**src/rtl/fetch_pkg.sv**
```systemverilog
// fetch_pkg -- shared types and constants for the instruction fetch sequencer.
//   fetch_state_t : fetch FSM states
//   ILEN_DEFAULT  : default instruction width
//   PERF_W        : width of the optional performance counters
//   sat_incr()    : saturating increment used by the performance counters
package fetch_pkg;

    typedef enum logic [2:0] {
        IDLE,
        REQ,
        WAIT,
        VALID,
        FLUSH
    } fetch_state_t;

    localparam int ILEN_DEFAULT = 32;
    localparam int PERF_W       = 32;

    // Counters stick at all-ones instead of wrapping back to zero.
    function automatic logic [PERF_W-1:0] sat_incr(input logic [PERF_W-1:0] v);
        return (&v) ? v : v + PERF_W'(1);
    endfunction

endpackage

```
**src/rtl/fetch_ctrl_pc_reg.sv**
```systemverilog
// pc_reg -- program counter register for the fetch sequencer.
// Ports:
//   clock    : system clock, rising edge
//   reset    : asynchronous, active-high; loads RESET_PC
//   load     : load load_val this cycle (takes priority over incr)
//   load_val : value to load
//   incr     : advance pc by one, wrapping modulo 2^n
//   pc       : current program counter (word address)
module pc_reg #(
    parameter int           n        = 6,
    parameter logic [n-1:0] RESET_PC = '0
) (
    input  logic         clock,
    input  logic         reset,
    input  logic         load,
    input  logic [n-1:0] load_val,
    input  logic         incr,
    output logic [n-1:0] pc
);

    // NOTE: state registers use non-blocking assignments so every flop samples
    // pre-edge values regardless of block evaluation order.
    always_ff @(posedge clock or posedge reset) begin
        if (reset) begin
            pc <= RESET_PC;
        end else if (load) begin
            pc <= load_val;
        end else if (incr) begin
            pc <= pc + n'(1);   // all-ones rolls over to zero
        end
    end

endmodule

```
**src/rtl/fetch_ctrl.sv**
```systemverilog
// fetch_ctrl -- fetch sequencer for the multicycle RISC-V core.
// Owns the program counter, issues one-outstanding-request instruction-memory
// fetches, hands instructions to decode over valid/ready and applies redirects
// from execute, discarding any response that belongs to a stale request.
//
// Ports:
//   clock, reset                 : rising-edge clock, asynchronous active-high reset
//   run                          : allow new fetches; 0 parks in IDLE once the
//                                  current instruction has been consumed
//   imem_req / imem_addr         : single-cycle fetch request strobe and word address
//   imem_rvalid / imem_rdata     : response strobe and instruction data
//   instr_valid/instr/instr_pc   : instruction offered to decode
//   instr_ready                  : decode accepts the instruction this cycle
//   redirect / redirect_addr     : load redirect_addr as the next fetch pc
//   perf_fetch / perf_stall      : handshake and stall counters (FETCH_PERF_EN only)
//
// Build option: define FETCH_PERF_EN to add the saturating performance counters.
module fetch_ctrl
    import fetch_pkg::*;
#(
    parameter int           n        = 6,
    parameter int           ILEN     = ILEN_DEFAULT,
    parameter logic [n-1:0] RESET_PC = '0
) (
    input  logic              clock,
    input  logic              reset,
    input  logic              run,
    output logic              imem_req,
    output logic [n-1:0]      imem_addr,
    input  logic              imem_rvalid,
    input  logic [ILEN-1:0]   imem_rdata,
    output logic              instr_valid,
    output logic [ILEN-1:0]   instr,
    output logic [n-1:0]      instr_pc,
    input  logic              instr_ready,
    input  logic              redirect,
    input  logic [n-1:0]      redirect_addr
`ifdef FETCH_PERF_EN
    ,
    output logic [PERF_W-1:0] perf_fetch,
    output logic [PERF_W-1:0] perf_stall
`endif
);

    fetch_state_t state;
    logic [n-1:0] pc;
    logic         consume;

    // An instruction is consumed on a VALID handshake even when a redirect
    // arrives in the same cycle; the redirect still wins the pc update.
    assign consume   = (state == VALID) && instr_ready;
    assign imem_addr = pc;

    pc_reg #(
        .n        (n),
        .RESET_PC (RESET_PC)
    ) u_pc_reg (
        .clock    (clock),
        .reset    (reset),
        .load     (redirect),
        .load_val (redirect_addr),
        .incr     (consume),
        .pc       (pc)
    );

    // imem_req and instr_valid are registered alongside the state: each is
    // high exactly while the FSM sits in REQ or VALID respectively.
    always_ff @(posedge clock or posedge reset) begin
        if (reset) begin
            // NOTE: the instruction register is reset too, so decode never
            // sees a leftover instruction after reset.
            state       <= IDLE;
            imem_req    <= 1'b0;
            instr_valid <= 1'b0;
            instr       <= '0;
            instr_pc    <= '0;
        end else begin
            imem_req    <= 1'b0;
            instr_valid <= 1'b0;
            case (state)
                IDLE: begin
                    // A redirect here only moves pc; run alone decides the move.
                    if (run) begin
                        state    <= REQ;
                        imem_req <= 1'b1;
                    end
                end
                REQ: begin
                    // The request already went out with the old pc; its
                    // response must be swallowed if a redirect lands now.
                    state <= redirect ? FLUSH : WAIT;
                end
                WAIT: begin
                    if (imem_rvalid) begin
                        if (redirect) begin
                            state    <= REQ;
                            imem_req <= 1'b1;
                        end else begin
                            instr       <= imem_rdata;
                            instr_pc    <= pc;
                            state       <= VALID;
                            instr_valid <= 1'b1;
                        end
                    end else if (redirect) begin
                        state <= FLUSH;
                    end
                end
                VALID: begin
                    if (redirect || (instr_ready && run)) begin
                        state    <= REQ;
                        imem_req <= 1'b1;
                    end else if (instr_ready) begin
                        state <= IDLE;
                    end else begin
                        instr_valid <= 1'b1;
                    end
                end
                FLUSH: begin
                    // Wait out the stale response; pc already holds the target.
                    if (imem_rvalid) begin
                        state    <= REQ;
                        imem_req <= 1'b1;
                    end
                end
                default: begin
                    state <= IDLE;
                end
            endcase
        end
    end

`ifdef FETCH_PERF_EN
    always_ff @(posedge clock or posedge reset) begin
        if (reset) begin
            perf_fetch <= '0;
            perf_stall <= '0;
        end else begin
            if (consume) begin
                perf_fetch <= sat_incr(perf_fetch);
            end
            if ((state == VALID) && !instr_ready) begin
                perf_stall <= sat_incr(perf_stall);
            end
        end
    end
`endif

    // A response may only arrive while a request is outstanding.
    rvalid_outstanding: assert property (
        @(posedge clock) disable iff (reset)
        imem_rvalid |-> ((state == WAIT) || (state == FLUSH))
    ) else $error("imem_rvalid with no outstanding request");

endmodule
```
**config.mk**
```make
export PLATFORM = sky130hd
export DESIGN_NAME = fetch_ctrl
export DESIGN_NICKNAME = d
export VERILOG_FILES = /design/src/rtl/fetch_pkg.sv /design/src/rtl/fetch_ctrl_pc_reg.sv /design/src/rtl/fetch_ctrl.sv
export SDC_FILE = /design/constraint.sdc
export NUM_CORES = 1
export LEC_CHECK = 0
export ABC_AREA = 1
export BUFFER_PORTS_ARGS = -buffer_cell sky130_fd_sc_hd__buf_2
export CORE_MARGIN = 3
export CORE_UTILIZATION = 48
export CTS_CLUSTER_SIZE = 20
export DETAILED_ROUTE_END_ITERATION = 8
export PLACE_DENSITY_LB_ADDON = 0.3
export SETUP_SLACK_MARGIN = 0.4
export SLEW_MARGIN = 20
export SYNTH_ARGS = -nofsm -noshare
export SYNTH_HDL_FRONTEND = slang
export SYNTH_HIERARCHICAL = 1
export SYNTH_SLANG_ARGS = --single-unit
```
**constraint.sdc**
```tcl
create_clock -name clock -period 1.6 [get_ports clock]
set_input_delay 0.16 -clock clock [delete_from_list [all_inputs] [get_ports clock]]
set_output_delay 0.16 -clock clock [all_outputs]
set_load 0.005 [all_outputs]
```
==> flow_metrics.py <==
metrics = {
    "clocking": {
        "htree_num_levels": 2,
        "cts_made_buffers": 5,
        "postCtsSetupRepairBufs": 0,
        "clkLatencyLatePin_ns": 0.29,
        "clock_tree.buffer_depth": 2,
        "clk_pin_slew_worst_paths_ns": 0.09,
        "cts_tree": "yes",
        "clkSinkCount": 49,
        "root_buffer": "sky130_fd_sc_hd__clkbuf_8",
    },
    "global_routing": {
        "grt-ovfl-total": 0,
        "groute.usage.overall_pct": 19.9,
        "grt_pass1_wl_um": 8580,
        "antenna_found_initial": 0,
        "grt_pass1_vias": 1910,
        "grt_start_max_net_pins": 40,
    },
    "timing": {
        "slew_at_the_pin_closest_to_its_max_slew_limit_ns": 0.539,
        "grt_setup_unrepaired": "true",
        "period_share_pct": 85.0,
        "timing.fmax_mhz": 735,
        "final-hold-violation-count": 0,
        "final.setup.worst_slack_ns": 0.240,
        "skew_ns": 0.00741,
        "fin_tns_setup_ns": 0,
        "max-slew-margin-rel_pct": 64.0,
        "post-route-min-period_ns": 1.36,
        "drv_slew": 0,
        "finalSetupViolCount": 0,
    },
    "routing": {
        "drt-initial-drc-count": 158,
        "drt_pre_antenna_iters": 4,
        "postRouteWirelength_um": 5320,
        "via_count": 2045,
        "final_antenna_net_count": 0,
        "routed_wire_length_per_instance_um": 13.1,
        "remaining_drcs": 0,
        "post_drt_via_cell_ratio": 5.02,
    },
    "worst_setup_path": {
        "crit_path_cell_trace": "inv_2 > nor2_4 > nand2_2 > nor2_4 > nand2_4 > buf_12 > nand2_1 > nand2_1",
        "timing.critical_path.arrival_ns": 1.54,
        "critPathRequiredTime_ns": 1.78,
        "crit_path_top_delay_cell": "sky130_fd_sc_hd__dfrtp_1",
        "setup.worst_path.start_class": "flop",
        "crit_path_max_incr_delay_ns": 0.43,
        "endpoint_of_the_worst_register_to_register_path": "instr[16]",
        "rr_worst_depth": 8,
        "regToRegStartpoint": "state[1]",
        "worst_setup_path_end_kind": "flop",
        "timing_worst_setup_path_type": "flop to flop",
        "critPathMaxFanout": 20,
        "r2r_slack_ns": 0.24,
    },
    "cells_and_area": {
        "largest_register_ffs": 32,
        "regArea_sq_mm": 0.00123,
        "fillerInstances": 388,
        "final_cell_mix": "sky130_fd_sc_hd__nand2_1, sky130_fd_sc_hd__buf_2, sky130_fd_sc_hd__nand3_1, sky130_fd_sc_hd__dfrtp_1, sky130_fd_sc_hd__inv_1",
        "antennaDiodeCount": 0,
        "drive_gt1_share_pct": 33.0,
        "final_nets": 399,
        "post_synthesis_to_final_layout_area_growth_pct": 30.6,
        "fin_util_pct": 65.7,
        "multi_input_comb_area_sq_um": 875,
        "layout.cells.most_common": "sky130_fd_sc_hd__nand2_1",
    },
    "hold_path": {
        "hold_path_end": "instr[22]",
        "hold_depth": 3,
        "worst_min_path_start": "imem_rdata[22]",
        "min_path_type": "input pin to flop",
    },
    "placement": {
        "placement.setup.worst_slack_ns": 0.254,
        "numPortBuffers": 89,
        "place_congestion": 0.937,
        "detailed_place_hpwl_um": 3750,
    },
    "die": {
        "core_area_sq_mm": 0.00438,
        "die_area_sq_mm": 0.00544,
        "floorplan.rows": 24,
        "start_util_pct": 50.3,
        "die_h_um": 73.8,
        "die_x_um": 73.8,
        "io_pins": 90,
    },
    "synth": {
        "synth.cell_area_sq_mm": 0.00221,
        "synth.yosys.seq_area_share_pct": 55.6,
        "avgSynthCellArea_sq_um": 8.42,
        "yosys_warnings": 6,
        "synthAdderAreaFrac_pct": 0.567,
        "synth_top_family_by_area": "simple AND/OR/NAND/NOR gates",
        "synth_compound_area_share_pct": 2.95,
        "yosys.area_share.xor_xnor_pct": 0,
        "synth_nets": 307,
        "synth-seq-cells": 49,
        "synth_cell_type_count": 24,
        "syn-instance-count": 262,
        "synth_mux_area_share_pct": 0,
        "synth-simple-area-share_pct": 34.7,
    },
    "run": {
        "max_cap_violations": 0,
    },
    "pwr": {
        "static-leakage-power_nw": 1.68,
        "worst_voltage_drop_across_the_vdd_grid_uv": 663,
        "powerDensity_mw_per_mm2": 1540,
    },
    "outcome": {
        "run_status": "finished clean",
    },
}
==> worst max-delay path: cells and delay by family, from the launching register on <==
kind                   cells  cell delay, ns
AND/OR/NAND/NOR            6            0.58
flip-flops                 1            0.43
buffers and inverters      2            0.25
==> area by class of cell <==
| class | count | share of cell area [%] |
|---|---|---|
| clock buffer | 6 | 2.87 |
| clock inverter | 2 | 0.478 |
| inverter | 13 | 1.69 |
| multi-input combinational | 187 | 30.4 |
| sequential | 49 | 42.6 |
| tap | 52 | 2.26 |
| timing repair buffer | 98 | 19.8 |
==> per-layer routing <==
| metal | share of wire [%] | vias up | wire, um | global-route usage (%) |
|---|---|---|---|---|
| li1 | - | 1021 | - | - |
| met1 | 43 | 943 | 2270 | 26.1 |
| met3 | 8.7 | 2 | 461 | 5.88 |
| met5 | 0 | - | 0 | 0 |
| met4 | 0.36 | 0 | 19 | 4.02 |
| met2 | 48 | 79 | 2570 | 32.8 |
==> where the power goes <==
part	internal, mW	total [mW]	switching [mW]
combinational	0.725	1.55	0.824
clock	0.351	0.751	0.400
sequential	1.78	2.13	0.343
==> worst max path at each step <==
| stage | start | end | slack (ns) | cells past startpoint |
|---|---|---|---|---|
| floorplan | state[2] | instr[9] | 0.34 | 8 |
| finish | state[1] | instr[16] | 0.24 | 8 |
| detailed placement | redirect | instr_pc[3] | 0.25 | 6 |
| global route | state[1] | instr_pc[2] | 0.19 | 8 |
| global placement | redirect | instr[0] | 0.27 | 6 |
| CTS | state[2] | instr[16] | 0.31 | 7 |
==> metrics by stage <==
step                cells  instance area (sq um)  hold WS [ns]  total power [mW]
global route          407                   2880        0.0810              4.81
finish                407                   2880        0.0963              4.43
floorplan             262                   2210       -0.0490              2.88
CTS                   405                   2820        0.0902              4.41
detailed placement    396                   2690         0.108              3.64
global placement      396                   2690         0.104              3.58
==> kinds of logic (layout without fill, tap and decap cells) <==
group           after synthesis  in the layout
fa+ha+maj                     1              1
buf+inv                      26            119
simple gates                176            176
compound gates               10             10
flops                        49             49
==> repair_timing <==
item / CTS / global route
setup endpoints to repair: 48 / 49
cloned: 0 / 2
hold buffers: 1 / 0
pin swaps: 0 / 3
resized for setup: 5 / 7
endpoints found under the hold margin: 29 / 0
==> cell usage after synthesis <==
cell type                    n  area share [%]
sky130_fd_sc_hd__nor2_1      6             1.0
sky130_fd_sc_hd__nand2_1   111              19
sky130_fd_sc_hd__nor2_8      1            0.91
sky130_fd_sc_hd__buf_6       4             2.0
sky130_fd_sc_hd__clkbuf_1    4            0.68
sky130_fd_sc_hd__o211ai_1    1            0.34
sky130_fd_sc_hd__nand3b_1    1            0.34
sky130_fd_sc_hd__nor2_2      3            0.85
sky130_fd_sc_hd__nor3b_1     1            0.34
sky130_fd_sc_hd__buf_4       1            0.34
sky130_fd_sc_hd__nand3_1    50              11
sky130_fd_sc_hd__nor2_4      1            0.51
sky130_fd_sc_hd__ha_1        1            0.57
sky130_fd_sc_hd__inv_2       2            0.34
sky130_fd_sc_hd__a22oi_1     4             1.4
sky130_fd_sc_hd__clkinv_1    1            0.17
sky130_fd_sc_hd__nor3_1      1            0.23
sky130_fd_sc_hd__o21bai_1    1            0.34
sky130_fd_sc_hd__inv_1      10             1.7
sky130_fd_sc_hd__buf_2       4            0.91
sky130_fd_sc_hd__nand4_1     1            0.28
sky130_fd_sc_hd__o21ai_0     2            0.45
sky130_fd_sc_hd__o21ai_1     2            0.45
sky130_fd_sc_hd__dfrtp_1    49              56
No activity file was read; power rests on OpenSTA's default activity.
